<file path="config.mk">
export PLATFORM = sky130hd
export DESIGN_NAME = csr_uart_tx
export DESIGN_NICKNAME = d
export VERILOG_FILES = /design/src/rtl/csr_uart_tx.sv
export SDC_FILE = /design/constraint.sdc
export NUM_CORES = 1
export LEC_CHECK = 0
export BUFFER_PORTS_ARGS = -buffer_cell sky130_fd_sc_hd__buf_2
export CAP_MARGIN = 20
export CORE_ASPECT_RATIO = 1.2
export CORE_MARGIN = 3
export CORE_UTILIZATION = 40
export CTS_CLUSTER_SIZE = 30
export DETAILED_ROUTE_END_ITERATION = 6
export SLEW_MARGIN = 20
export SYNTH_ARGS = -nofsm -noshare
export SYNTH_HDL_FRONTEND = slang
export SYNTH_SLANG_ARGS = --single-unit
</file>
<file path="constraint.sdc">
create_clock -name clk -period 7.8 [get_ports clk]
set_clock_uncertainty 0.1 [all_clocks]
set_input_delay 1.17 -clock clk [delete_from_list [all_inputs] [get_ports clk]]
set_output_delay 1.17 -clock clk [all_outputs]
set_load 0.01 [all_outputs]
</file>
<file path="src/rtl/csr_uart_tx.sv">
// csr_uart_tx: CSR-mapped 8N1 UART transmitter with a byte FIFO and a polled status word.
// Latency: address N, read/modify N+1, csr_valid/csr_rdata N+2; start bit on tx one edge after the push.
// Backpressure: none on the bus; a push to a full FIFO is dropped and sets sticky ovf (cleared by a status read).
//
// Ports:
//   clk, rst                 clock, synchronous active-high reset
//   csr_addr                 CSR address, one cycle ahead of csr_read/csr_modify
//   csr_read, csr_modify     read strobe; modify op (1 = write csr_wdata[7:0] into the FIFO)
//   csr_wdata                write data, only [7:0] used
//   csr_rdata, csr_valid     status word {full, busy, ovf, ..., fill count at [DEPTH_LOG+8:8]}, zero when not valid
//   tx                       registered serial line, idles high
//   tx_idle                  FIFO empty and shifter idle
// Optional: CSR_UART_SIM_PRINT_EN echoes every accepted byte with $write at the push edge.
module csr_uart_tx #(
  parameter logic [11:0] CSR_ADDR  = 12'hbc0,
  parameter int          DIVISOR   = 434,
  parameter int          DEPTH_LOG = 4
) (
  input  logic        clk,
  input  logic        rst,
  input  logic        csr_read,
  input  logic [2:0]  csr_modify,
  input  logic [31:0] csr_wdata,
  input  logic [11:0] csr_addr,
  output logic [31:0] csr_rdata,
  output logic        csr_valid,
  output logic        tx,
  output logic        tx_idle
);

  localparam int DEPTH = 1 << DEPTH_LOG;
  localparam int DIV_W = $clog2(DIVISOR);

  typedef enum logic {IDLE, SHIFT} state_t;

  logic [11:0]          q_addr;
  logic [7:0]           mem [DEPTH];
  logic [DEPTH_LOG-1:0] wr_ptr;
  logic [DEPTH_LOG-1:0] rd_ptr;
  logic [DEPTH_LOG:0]   count;
  logic                 ovf;

  state_t               state;
  logic [9:0]           shreg;
  logic [3:0]           bit_cnt;
  logic [DIV_W-1:0]     div_cnt;

  logic                 hit;
  logic                 push_req;
  logic                 rd_req;
  logic                 fifo_empty;
  logic                 fifo_full;
  logic                 frame_end;
  logic                 pop;
  logic                 push_ok;
  logic [31:0]          status;
  logic                 unused_wdata;

  assign unused_wdata = ^csr_wdata[31:8];

  assign hit        = (q_addr == CSR_ADDR);
  assign push_req   = hit && (csr_modify == 3'd1);
  assign rd_req     = hit && csr_read;
  assign fifo_empty = (count == '0);
  assign fifo_full  = (count == (DEPTH_LOG+1)'(DEPTH));
  // Last cycle of the stop bit: the next frame may be loaded on this edge so
  // back-to-back bytes leave no idle gap on the line.
  assign frame_end  = (state == SHIFT) && (div_cnt == '0) && (bit_cnt == 4'd9);
  assign pop        = !fifo_empty && ((state == IDLE) || frame_end);
  // A pop in the same cycle frees the slot, so a push while full is still accepted.
  assign push_ok    = push_req && (!fifo_full || pop);
  assign tx_idle    = fifo_empty && (state == IDLE);

  always_comb begin
    status = '0;
    status[31] = fifo_full;
    status[30] = !tx_idle;
    status[29] = ovf;
    status[DEPTH_LOG+8:8] = count;
  end

  // CSR address stage, read response and sticky overflow.
  always_ff @(posedge clk) begin
    if (rst) begin
      q_addr    <= '0;
      csr_valid <= 1'b0;
      csr_rdata <= '0;
      ovf       <= 1'b0;
    end else begin
      q_addr    <= csr_addr;
      csr_valid <= rd_req;
      csr_rdata <= rd_req ? status : '0;
      // Set wins over the read-clear so an overflow is never lost.
      if (push_req && !push_ok)
        ovf <= 1'b1;
      else if (rd_req)
        ovf <= 1'b0;
    end
  end

  // FIFO storage has no reset; validity is tracked by the pointers and count.
  always_ff @(posedge clk) begin
    if (push_ok)
      mem[wr_ptr] <= csr_wdata[7:0];
  end

  always_ff @(posedge clk) begin
    if (rst) begin
      wr_ptr <= '0;
      rd_ptr <= '0;
      count  <= '0;
    end else begin
      if (push_ok)
        wr_ptr <= wr_ptr + 1'b1;
      if (pop)
        rd_ptr <= rd_ptr + 1'b1;
      case ({push_ok, pop})
        2'b10:   count <= count + 1'b1;
        2'b01:   count <= count - 1'b1;
        default: count <= count;
      endcase
    end
  end

  // Shifter: shreg[0] is always the bit currently on tx.
  always_ff @(posedge clk) begin
    if (rst) begin
      state   <= IDLE;
      tx      <= 1'b1;
      shreg   <= '1;
      bit_cnt <= '0;
      div_cnt <= '0;
    end else begin
      case (state)
        IDLE: begin
          if (pop) begin
            shreg   <= {1'b1, mem[rd_ptr], 1'b0};
            tx      <= 1'b0;
            bit_cnt <= '0;
            div_cnt <= DIV_W'(DIVISOR - 1);
            state   <= SHIFT;
          end
        end
        SHIFT: begin
          if (div_cnt != '0) begin
            div_cnt <= div_cnt - 1'b1;
          end else if (bit_cnt == 4'd9) begin
            if (pop) begin
              shreg   <= {1'b1, mem[rd_ptr], 1'b0};
              tx      <= 1'b0;
              bit_cnt <= '0;
              div_cnt <= DIV_W'(DIVISOR - 1);
            end else begin
              tx    <= 1'b1;
              state <= IDLE;
            end
          end else begin
            shreg   <= {1'b1, shreg[9:1]};
            tx      <= shreg[1];
            div_cnt <= DIV_W'(DIVISOR - 1);
            bit_cnt <= bit_cnt + 4'd1;
          end
        end
        default: state <= IDLE;
      endcase
    end
  end

`ifdef CSR_UART_SIM_PRINT_EN
  always_ff @(posedge clk) begin
    if (!rst && push_ok)
      $write("%c", csr_wdata[7:0]);
  end
`else
`endif

endmodule

</file>
After elaboration in Yosys (flattened, before gate mapping):

Memory sizes are Yosys's and may differ from the RTL's. A register that Yosys moved wholly into a read port is not among the register bits.
Index checks and enable logic that the tools add are counted.

* register bits after elaboration: 84
* bits in latches: 0
* bits in writable memories: 128
* memory bits (read-only): 0
* input port bits: 50
* output and inout port bits: 35
* word-level logic and storage cells: 79
* memories kept: 1

Memories
* mem: depth 16, bits a word 8, read ports 1, clocked after Yosys merged registers in 1, write ports 1, RTL line 37 `logic [7:0] mem [DEPTH];`

* add/sub/neg operators: 6
* $mul: 0
* div/mod/pow operators: 0
* $lt $le $gt $ge: 0
* equality and inequality tests: 8
* shifts and indexed selects: 0
* mux-type cells: 28
* bitwise logic cells: 2
* reductions and logical operators: 21

Operators with widths (count)
* two-way mux 10 bit: 3
* two-way mux 9 bit: 3
* two-way mux 4 bit: 5
* case mux 10 bit (2 select lines): 1
* case mux 9 bit (2 select lines): 1
* adder 4 x 1 -> 4 bit (second input constant): 3
* equality test 12 bit (second input constant): 1
* two-way mux 1 bit: 11
* case mux 5 bit (2 select lines): 1
* zero test 9 bit: 1
* nonzero test 9 bit: 1
* subtractor 9 x 1 -> 9 bit (second input constant): 1
* logical AND 1 bit: 8
* case mux 4 bit (2 select lines): 1
* adder 5 x 1 -> 5 bit (second input constant): 1
* equality test 5 bit (second input constant): 1
* zero test 5 bit: 1
* subtractor 5 x 1 -> 5 bit (second input constant): 1
* equality test 4 bit (second input constant): 1
* zero test 1 bit: 4
* != test 2 bit (second input constant): 2
* case mux 1 bit (2 select lines): 2
* nonzero test 2 bit: 2
* equality test 3 x 1 -> 1 bit (second input constant): 1
* 6 further kinds: 8

Depth between registers and ports, before layout:

Gate-level depths: netlist of the first run.

* depth after elaboration: 10
* mapped depth: 12
* mapped depth without buffers: 12

Worst setup path after synthesis of the first run:

Ideal clock, no wire load.

* path kind: input-to-reg
* start point: input csr_modify[1]
* end point: register count[4]
* library setup time: 140 ps
* arrival time: 3483 ps
* data required time: 7560 ps
* setup slack: 4076 ps
* cell stages on the path: 10
* buffers on the path: 0
* path through: or3b_2 > or4_4 > nand3_2 > inv_2 > ha_1 > nand2b_1 > o2bb2ai_1 > a2111oi_1 > a221oi_1 > o2111ai_1

* word-level cells in the longest chain between the ends: 5
* elaborated cells between the ends (all ways): 7
* those cells by class: 3 x eq/ne; 1 x mux; 3 x reduce/logical

Ends and longest elaborated chain
* from (decl): RTL line 22 `input logic [2:0] csr_modify,`
* equality test 3 x 1 -> 1 bit (*): RTL line 62 `assign push_req = hit && (csr_modify == 3'd1);`
* logical AND 1 bit (*): RTL line 62
* logical AND 1 bit (*): RTL line 71 `assign push_ok = push_req && (!fifo_full || pop);`
* equality test 2 x 1 -> 1 bit or equality test 2 bit (tied branches): RTL line 117 `case ({push_ok, pop})`
* case mux 5 bit (2 select lines) or nonzero test 2 bit (tied branches)
* to (signal assigned): RTL line 118 `2'b10: count <= count + 1'b1;`
* to (signal assigned): RTL line 119 `2'b01: count <= count - 1'b1;`
* to (signal assigned): RTL line 120 `default: count <= count;`
* to (decl): RTL line 40 `logic [DEPTH_LOG:0] count;`

Every way passes the cells marked *; elsewhere a longest branch is shown, timed or not.
A chain may end at the register's enable or synchronous reset.

Final worst setup path of the first run:

Same ends and word-level chain as after synthesis.

==> metrics.md, run 1 <==
| Metric | Value |
|---|---|
| Synth-to-Final Area Change | `11.4%` |
| Fin Setup TNS | `0 ns` |
| R2r setup slk | `4.37 ns` |
| Setup Fix Bufs, Post-CTS | `0` |
| Initial DRT Pass Iterations | `4` |
| CP endpoint kind | `register` |
| First-pass GRT wire length | `24.0 mm` |
| Worst Path Arrival | `3.92 ns` |
| P_leak | `2.90 nW` |
| Final net count | `627` |
| Std cell rows | `55` |
| Min-delay src | `tx` |
| Worst path slowest cell | `or4_4` |
| Cts repair resizes | `0` |
| Reg-to-reg startpoint | `div_cnt[0]` |
| Relative slew slack | `0.339` |
| #FFs+latches synth | `191` |
| WS Path Type | `primary input to register` |
| Initial antenna violation count | `1` |
| Die ar. | `21200 sq um` |
| Clk buf depth | `2` |
| Routed length per instance | `18.2 um` |
| Fillers | `1694` |
| Reg2reg path depth | `11` |
| Mux contribution to synthesized area | `0.0949` |
| Drt initial violations | `264` |
| Antenna Violating Nets Remaining | `0` |
| Final Hold Vio Count | `0` |
| Hold Crit Endpoint | `tx` |
| Diodes inserted | `0` |
| Via density per instance | `5.16` |
| Period utilization | `0.470` |
| Number of flops mapped to enable cells by yosys | `128` |
| Number of clock sinks | `191` |
| CP cell instances | `buf_2 -> or3b_2 -> or4_4 -> nand3_2 -> inv_2 -> ha_1 -> nand2b_1 -> o2bb2ai_1 -> a2111oi_1 -> a221oi_1 -> o2111ai_1` |
| Slowest cell delay on critical path | `0.61 ns` |
| Largest net degree at the start of global routing | `55` |
| Seq/Total Area, Yosys | `0.654` |
| CTS tree | `built` |
| Peak VDD IR | `0.168 mV` |
| CTS buffer count | `17` |
| Share of post-route cells with drive strength above 1 | `0.227` |
| Overall Global Routing Usage | `0.146` |
| Gpl congestion | `0.815` |
| Syn avg cell area | `14.8 sq um` |
| Synth cell types | `67` |
| Post-Synthesis Cells | `527` |
| Tot Pwr | `2.61 mW` |
| Synth Area in Compound Gates | `0.0813` |
| Post-DP HPWL | `10.1 mm` |
| Worst Tran Pin Value | `0.987 ns` |
| Clk_lat worst skew | `0.43 ns` |
| Min Tclk post-route | `3.67 ns` |
| Htree depth | `4` |
| Initial core utilization | `0.411` |
| Synth Cell Area | `7810 sq um` |
| Post-synthesis xor/xnor area fraction | `0.00898` |
| Max cap viols | `0` |
| Worst-path clk slew | `0.07 ns` |
| Via count | `4294` |
| Total global routing overflow | `0` |
| Post-Synth Simple-Gate Area | `0.0976` |
| Share of synthesized registers carrying an async set or reset | `0` |
| Root Buffer | `clkbuf_16` |
| IO buf count | `36` |
| Ports | `85` |
| Main combinational cell family by area after synthesis | `simple AND/OR/NAND/NOR gates` |
| Peak Freq | `273 MHz` |
| CTS Hold Buffers Added | `0` |
| Fin. max-slew vios | `0` |
| Status | `finished clean` |
| Required time of the critical path | `8.05 ns` |
| Vias in the first global route | `4389` |
| Startpoint class of the critical path | `primary input` |
| Worst hold slack | `0.363 ns` |
| Core area | `19000 sq um` |
| Synth warn | `0` |
| Worst R2R End | `count[4]` |
| Worst Path Buf+Inv | `2` |
| Drt drc | `0` |
| Power Density | `300 nW/um^2` |
| Chip width | `134 um` |
| Hold path depth | `1` |
| Routed wire length | `15.2 mm` |
| Crit path max-delay family | `simple AND/OR/NAND/NOR gates` |
| Final Setup Violations | `0` |
| Commonest register cell after synthesis | `edfxtp_1` |
| Synth Area in Adders | `0.0218` |
| Die Height | `159 um` |
| RSZ-0062 raised after global routing | `false` |
| Crit-path max FO | `7` |
| Hold Path Class | `register to register` |
[worst max path at each step]
| stage | start | cells after the start | to | slack (ns) |
|---|---|---|---|---|
| final | csr_modify[1] | 11 | count[4] | 4.13 |
| after global routing | csr_modify[1] | 11 | count[4] | 3.96 |
| after CTS | csr_modify[1] | 5 | mem[11][6] | 4.06 |
| after detailed placement | csr_modify[1] | 5 | mem[11][5] | 3.60 |
| after global placement | csr_modify[1] | 5 | mem[11][5] | 3.62 |
| after floorplan | csr_modify[1] | 10 | count[4] | 4.08 |
[metal layers]
| layer | GRT usage | up-vias | routed length, um |
|---|---|---|---|
| li1 | - | 2064 | - |
| met2 | 0.262 | 81 | 8200 |
| met1 | 0.175 | 2128 | 6110 |
| met5 | 0 | - | 0 |
| met3 | 0.0329 | 21 | 643 |
| met4 | 0.0463 | 0 | 233 |
[stage by stage]
stage	util	std cells	setup WS, ns	cell area, sq um
after floorplan	-	550	4.08	7890
after CTS	0.458	832	4.06	8700
final	0.458	832	4.13	8700
after global routing	0.458	832	3.96	8700
after detailed placement	0.430	801	3.60	8170
after global placement	0.430	801	3.62	8170
[power by group]
group          total [mW]  internal (mW)  switching, mW
sequential           1.22           1.15         0.0718
combinational       0.605          0.253          0.352
clock               0.789          0.412          0.376
[registers in the layout, summed over array words and instances (netlist names), named ones only]
register and cells:
bit_cnt 4, count 5, csr_rdata 8, csr_valid 1, div_cnt 9, mem 128, ovf 1, q_addr 12
rd_ptr 4, shreg 9, state 1, tx 1, wr_ptr 4
[synthesized netlist by cell type (4+ instances only)]
cell | n | area, sq um
edfxtp_1 | 128 | 3840
dfxtp_1 | 63 | 1260
nor2_1 | 39 | 146
mux4_2 | 32 | 721
buf_4 | 24 | 180
nand2_1 | 18 | 67.6
a22oi_1 | 16 | 120
nand3_1 | 15 | 75.1
nor3_1 | 15 | 75.1
nor2b_1 | 14 | 87.6
a21oi_1 | 13 | 65.1
clkbuf_1 | 12 | 45.0
ha_1 | 12 | 150
inv_1 | 12 | 45.0
buf_1 | 7 | 26.3
o221a_2 | 7 | 78.8
a311oi_1 | 6 | 52.6
xnor2_1 | 6 | 52.6
and2_1 | 5 | 31.3
o21ai_0 | 5 | 25.0
buf_2 | 4 | 20.0
nor4_1 | 4 | 25.0
or4_4 | 4 | 45.0
[final cells by class]
| class | count | area [sq um] | share of cell area |
|---|---|---|---|
| clock buffer | 18 | 429 | 0.0493 |
| clock inverter | 13 | 101 | 0.0116 |
| inverter | 13 | 48.8 | 0.00561 |
| multi-input combinational | 299 | 2470 | 0.284 |
| sequential | 191 | 5110 | 0.587 |
| tap | 256 | 320 | 0.0368 |
| timing repair buffer | 42 | 225 | 0.0259 |
[cell families (layout without fill, tap and decap cells)]
logic type,after synthesis,count (layout)
xor gates and xnor gates,8,8
other,1,24
AOI/OAI and AO/OA,81,81
and+or+nand+nor,139,139
muxes,34,34
adders and majority gates,13,13
DFF,191,191
buffers and inverters,60,86
[cells in the final DEF (no fill, tap or decap), types with 5 or more instances in the layout]
cell type,instances
o21ai_0,5
inv_6,6
nand3_1,15
mux4_2,32
o221a_2,7
conb_1,24
a22oi_1,16
nand2_1,18
clkbuf_16,17
buf_2,36
and2_1,5
dfxtp_1,61
nor2b_1,14
inv_1,12
a21oi_1,13
buf_4,6
edfxtp_1,128
a311oi_1,6
nor3_1,15
nor2_1,39
ha_1,12
xnor2_1,6
(Power assumes the default switching activity.)
==> inputs of run 2 (changes only) <==
- ABC_AREA: not set -> 1
- clock period: 7.8 -> 2.98 ns (I/O delays scaled with it)
==> metrics.md, run 2 <==
| Metric | Value |
|---|---|
| P_leak | `4.11 nW` |
| Power Density | `732 nW/um^2` |
| Fillers | `1942` |
| Synth Cell Area | `8550 sq um` |
| CTS Hold Buffers Added | `0` |
| Top-area cell type share of the netlist area | `0.450` |
| Post-DP HPWL | `11.3 mm` |
| Synth cell count leaders | `nand2_1 (175), inv_1 (132), edfxtp_1 (128)` |
| Ports | `85` |
| RSZ-0062 raised after global routing | `false` |
| Overall Global Routing Usage | `0.154` |
| Antenna Violating Nets Remaining | `0` |
| CTS tree | `built` |
| Largest net degree at the start of global routing | `65` |
| Synth cell types | `43` |
| Die Height | `166 um` |
| Initial core utilization | `0.415` |
| Worst path slowest cell | `dfxtp_1` |
| Routed wire length | `17.7 mm` |
| Min Tclk post-route | `2.58 ns` |
| Gpl congestion | `0.741` |
| Fin Setup TNS | `0 ns` |
| Yosys top cell by area | `edfxtp_1` |
| Synth-to-Final Area Change | `11.4%` |
| Final net count | `1014` |
| R2r setup slk | `0.40 ns` |
| Initial DRT Pass Iterations | `5` |
| Startpoint class of the critical path | `register` |
| IO buf count | `36` |
| Htree depth | `4` |
| Clk_lat worst skew | `0.43 ns` |
| Die ar. | `23200 sq um` |
| Commonest register cell after synthesis | `edfxtp_1` |
| Count leader, synth | `nand2_1` |
| Required time of the critical path | `3.21 ns` |
| Fin. max-slew vios | `0` |
| Total global routing overflow | `0` |
| Max cap viols | `0` |
| CP cell instances | `inv_1 -> ha_1 -> nand2_1 -> nor2_2 -> nand2_4 -> nand2_8 -> nand4_4 -> inv_1 -> ha_1 -> a21o_1 -> a31oi_1 -> inv_1 -> nand2_1 -> nand3_1 -> nand2_1 -> nor2_1` |
| Largest registers | `mem: 128 flops, q_addr: 12 flops` |
| Drt initial violations | `449` |
| Drt drc | `0` |
| Diodes inserted | `0` |
| Relative slew slack | `0.509` |
| Worst Path Arrival | `2.81 ns` |
| CTS buffer count | `17` |
| Final Hold Vio Count | `0` |
| Share of post-route cells with drive strength above 1 | `0.129` |
| Worst Tran Pin Value | `0.736 ns` |
| Worst-path clk slew | `0.07 ns` |
| Status | `finished clean` |
| Peak Freq | `388 MHz` |
| Crit-path max FO | `15` |
| Final Setup Violations | `0` |
| Number of flops mapped to enable cells by yosys | `128` |
| Syn avg cell area | `9.45 sq um` |
| #FFs+latches synth | `191` |
| Max reg flops | `128` |
| Vias in the first global route | `5466` |
| Routed length per instance | `14.4 um` |
| Via count | `5832` |
| Core area | `20600 sq um` |
| First-pass GRT wire length | `28.2 mm` |
| Via density per instance | `4.75` |
| Cts repair resizes | `0` |
| Period utilization | `0.866` |
| Peak VDD IR | `0.452 mV` |
| WS Path Type | `register to register` |
| Clk buf depth | `2` |
| Root Buffer | `clkbuf_16` |
| Biggest register | `mem` |
| Top cells by area, synth | `edfxtp_1 (45%), dfxtp_1 (15%), nand2_1 (7.7%), nand3_1 (5.9%), inv_1 (5.8%)` |
| Most common cell after layout, fill and taps aside | `nand2_1` |
| Inst Count DP | `1197` |
| Std cell rows | `57` |
| CP endpoint kind | `register` |
| Commonest cells after routing, fill and taps aside | `nand2_1 (175), inv_1 (132), edfxtp_1 (128)` |
| Non-Filler Instances | `1229` |
| Share of synthesized registers carrying an async set or reset | `0` |
| Seq/Total Area, Yosys | `0.597` |
| Chip width | `139 um` |
| Synth warn | `0` |
| Slowest cell delay on critical path | `0.33 ns` |
| Initial antenna violation count | `0` |
| Number of clock sinks | `191` |
| Post-Synthesis Cells | `905` |
| Hold Path Class | `primary input to register` |
| Setup Fix Bufs, Post-CTS | `0` |
## run 2: cell types whose count changed after synthesis, moves of 16 or more
| cell | previous run | this run |
|---|---|---|
| nand2_1 | 18 | 175 |
| a21oi_1 | 13 | 29 |
| nor2_1 | 39 | 114 |
| o21ai_0 | 5 | 25 |
| mux4_2 | 32 | 0 |
| nand3_1 | 15 | 101 |
| inv_1 | 12 | 132 |
## run 2: critical path: cells and delay by family (launching register included)
family,cells,cell delay [ns]
AND/OR/NAND/NOR,9,0.89
adder cells (fa/ha/maj),2,0.43
AO/OA/AOI/OAI,2,0.37
buffers and inverters,3,0.35
flip-flops,1,0.33
## run 2: power by group
part	leakage (nW)	total, mW	switching [mW]	internal, mW
registers	1.67	3.08	0.116	2.96
logic	2.17	1.73	1.17	0.564
clock network	0.280	2.17	1.04	1.13
total	4.11	6.98	2.32	4.65
## run 2: final timing paths
path | start | to | depth (start not counted)
worst max-delay path | div_cnt[0] | count[4] | 16
worst min-delay path | csr_addr[0] | q_addr[0] | 3
worst max register to register | div_cnt[0] | count[4] | 16
worst min register to register | shreg[9] | shreg[9] | 2
## run 2: final cells by class
| class | count | area (sq um) | share of cell area |
|---|---|---|---|
| clock buffers | 19 | 443 | 0.0465 |
| flip-flops and latches | 191 | 5110 | 0.536 |
| multi-input cells | 537 | 2610 | 0.274 |
| repair buffers | 60 | 373 | 0.0391 |
| inverters | 144 | 543 | 0.0570 |
| clock inverters | 13 | 120 | 0.0126 |
| well taps | 265 | 332 | 0.0348 |
## run 2: layer usage
metal | GRT usage | wire length (um)
met1 | 0.197 | 7780
met4 | 0.0468 | 209
met2 | 0.262 | 8820
met3 | 0.0334 | 873
met5 | 0 | 0
## run 2: cells by family (layout without fill, tap and decap cells)
family	Yosys count	count (layout)	share of synthesized area
and+or+nand+nor	418	418	0.217
buffers and inverters	200	236	0.108
DFF	191	191	0.597
AOI/OAI and AO/OA	72	72	0.0470
adders and majority gates	13	13	0.0199
xor gates and xnor gates	10	10	0.0102
other	1	24	0.000439
## run 2: through the flow
stage | setup WS, ns | cell area, sq um | power [mW] | hold slack (ns) | utilization
2_1_floorplan | 0.701 | 8640 | 4.57 | 0.308 | -
3_3_place_gp | 0.438 | 8960 | 4.87 | 0.324 | 0.435
3_5_place_dp | 0.419 | 8960 | 4.89 | 0.334 | 0.435
4_1_cts | 0.389 | 9530 | 7.04 | 0.0960 | 0.462
5_1_grt | 0.179 | 9530 | 7.38 | 0.0944 | 0.462
6_report | 0.401 | 9530 | 6.98 | 0.113 | 0.462
==> inputs of run 3 (changes only) <==
- PLACE_DENSITY_LB_ADDON: not set -> 0.12
==> metrics.md, run 3 (synthesis gave the netlist of run 2 again) <==
| Metric | Value |
|---|---|
| Routed wire length | `17.9 mm` |
| Required time of the critical path | `3.20 ns` |
| Total global routing overflow | `0` |
| Metal2 WL | `8.70 mm` |
| Inst Count DP | `1198` |
| Routed length per instance | `14.6 um` |
| IO buf count | `36` |
| R2r setup slk | `0.39 ns` |
| Diodes inserted | `0` |
| Number of clock sinks | `191` |
| Initial core utilization | `0.415` |
| Synth-to-Final Area Change | `11.5%` |
| Commonest cells after routing, fill and taps aside | `nand2_1 (175), inv_1 (132), edfxtp_1 (128)` |
| Htree depth | `4` |
| Worst slack at placement | `0.361 ns` |
| Crit path max-delay family | `simple AND/OR/NAND/NOR gates` |
| Initial antenna violation count | `0` |
| Root Buffer | `clkbuf_16` |
| Setup WS post-layout | `0.389 ns` |
| Drt drc | `0` |
| Crit-path max FO | `15` |
| Worst path slowest cell | `dfxtp_1` |
| Final net count | `1015` |
| Largest net degree at the start of global routing | `65` |
| Relative slew slack | `0.510` |
| Final Hold Vio Count | `0` |
| Hold Path Class | `primary input to register` |
| Core area | `20600 sq um` |
| Peak Freq | `386 MHz` |
| Post-DP HPWL | `11.7 mm` |
| WS Path Type | `register to register` |
| Die ar. | `23200 sq um` |
| Util after Layout | `0.462` |
| Setup Fix Bufs, Post-CTS | `0` |
| CTS buffer count | `17` |
| Max cap viols | `0` |
| Worst Path Arrival | `2.81 ns` |
| CP cell instances | `inv_1 -> ha_1 -> nand2_1 -> nor2_2 -> nand2_4 -> nand2_8 -> nand4_4 -> inv_1 -> ha_1 -> a21o_1 -> a31oi_1 -> inv_1 -> nand2_1 -> nand3_1 -> nand2_1 -> nor2_1` |
| Startpoint class of the critical path | `register` |
| Worst Path Buf+Inv | `3` |
| Biggest register | `mem` |
| Overall Global Routing Usage | `0.162` |
| CP endpoint kind | `register` |
| Max reg flops | `128` |
| Fin. max-slew vios | `0` |
| Chip width | `139 um` |
| Clk buf depth | `2` |
| Tot Pwr | `6.98 mW` |
| First-pass GRT wire length | `29.7 mm` |
| Via density per instance | `4.70` |
| Status | `finished clean` |
| Initial DRT Pass Iterations | `4` |
| Clk_lat worst skew | `0.42 ns` |
| Largest registers | `mem: 128 flops, q_addr: 12 flops` |
| RSZ-0062 raised after global routing | `false` |
| Share of post-route cells with drive strength above 1 | `0.128` |
| Most common cell after layout, fill and taps aside | `nand2_1` |
| Peak VDD IR | `0.455 mV` |
| Final Setup Violations | `0` |
| Antenna Violating Nets Remaining | `0` |
| Fillers | `2001` |
| Die Height | `166 um` |
| Via count | `5786` |
| Post-route cell area | `9530 sq um` |
| Power Density | `733 nW/um^2` |
| Cts repair resizes | `0` |
| Period utilization | `0.869` |
| Met3 wire len | `767 um` |
| Std cell rows | `57` |
| Wl on met1 | `7.97 mm` |
| Drt initial violations | `407` |
| CTS Hold Buffers Added | `0` |
| Worst-path clk slew | `0.07 ns` |
| Top Layer Used | `met4` |
| Gpl congestion | `0.777` |
| Post-Place Cell Area | `8970 sq um` |
| P_leak | `4.10 nW` |
| Non-Filler Instances | `1230` |
| Vias in the first global route | `5730` |
| Min Tclk post-route | `2.59 ns` |
| Worst Tran Pin Value | `0.735 ns` |
| Fin Setup TNS | `0 ns` |
| Ports | `85` |
| CTS tree | `built` |
| Worst hold slack | `0.121 ns` |
| Slowest cell delay on critical path | `0.32 ns` |
run 3: worst reg2reg max path: stages, from the launching register on:
cell,delay [ns]
dfxtp_1,0.32
inv_1,0.13
ha_1,0.17
nand2_1,0.06
nor2_2,0.14
nand2_4,0.11
nand2_8,0.15
nand4_4,0.18
inv_1,0.15
ha_1,0.27
a21o_1,0.19
a31oi_1,0.20
inv_1,0.06
nand2_1,0.08
nand3_1,0.07
nand2_1,0.06
nor2_1,0.05
run 3: power by group:
| part | switching, mW | leakage (nW) | internal, mW |
|---|---|---|---|
| sequential | 0.102 | 1.67 | 2.96 |
| clock | 1.01 | 0.260 | 1.16 |
| combinational | 1.18 | 2.17 | 0.572 |
run 3: layout make-up:
| class | instances | area (sq um) | share of cell area |
|---|---|---|---|
| Multi-Input combinational cell | 537 | 2610 | 0.274 |
| Clock inverter | 15 | 135 | 0.0142 |
| Sequential cell | 191 | 5110 | 0.536 |
| Timing Repair Buffer | 61 | 380 | 0.0399 |
| Tap cell | 265 | 332 | 0.0348 |
| Clock buffer | 17 | 425 | 0.0446 |
| Inverter | 144 | 543 | 0.0570 |
run 3: layer usage:
layer	GRT usage	vias up
met5	0	-
met3	0.0276	29
met4	0.0694	0
li1	-	2960
met2	0.268	127
met1	0.210	2670
run 3: final timing paths:
path	cells after the start	start	endpoint
min	3	csr_addr[7]	q_addr[7]
max reg2reg	16	div_cnt[0]	count[4]
min reg2reg	2	ovf	csr_rdata[29]
max	16	div_cnt[0]	count[4]
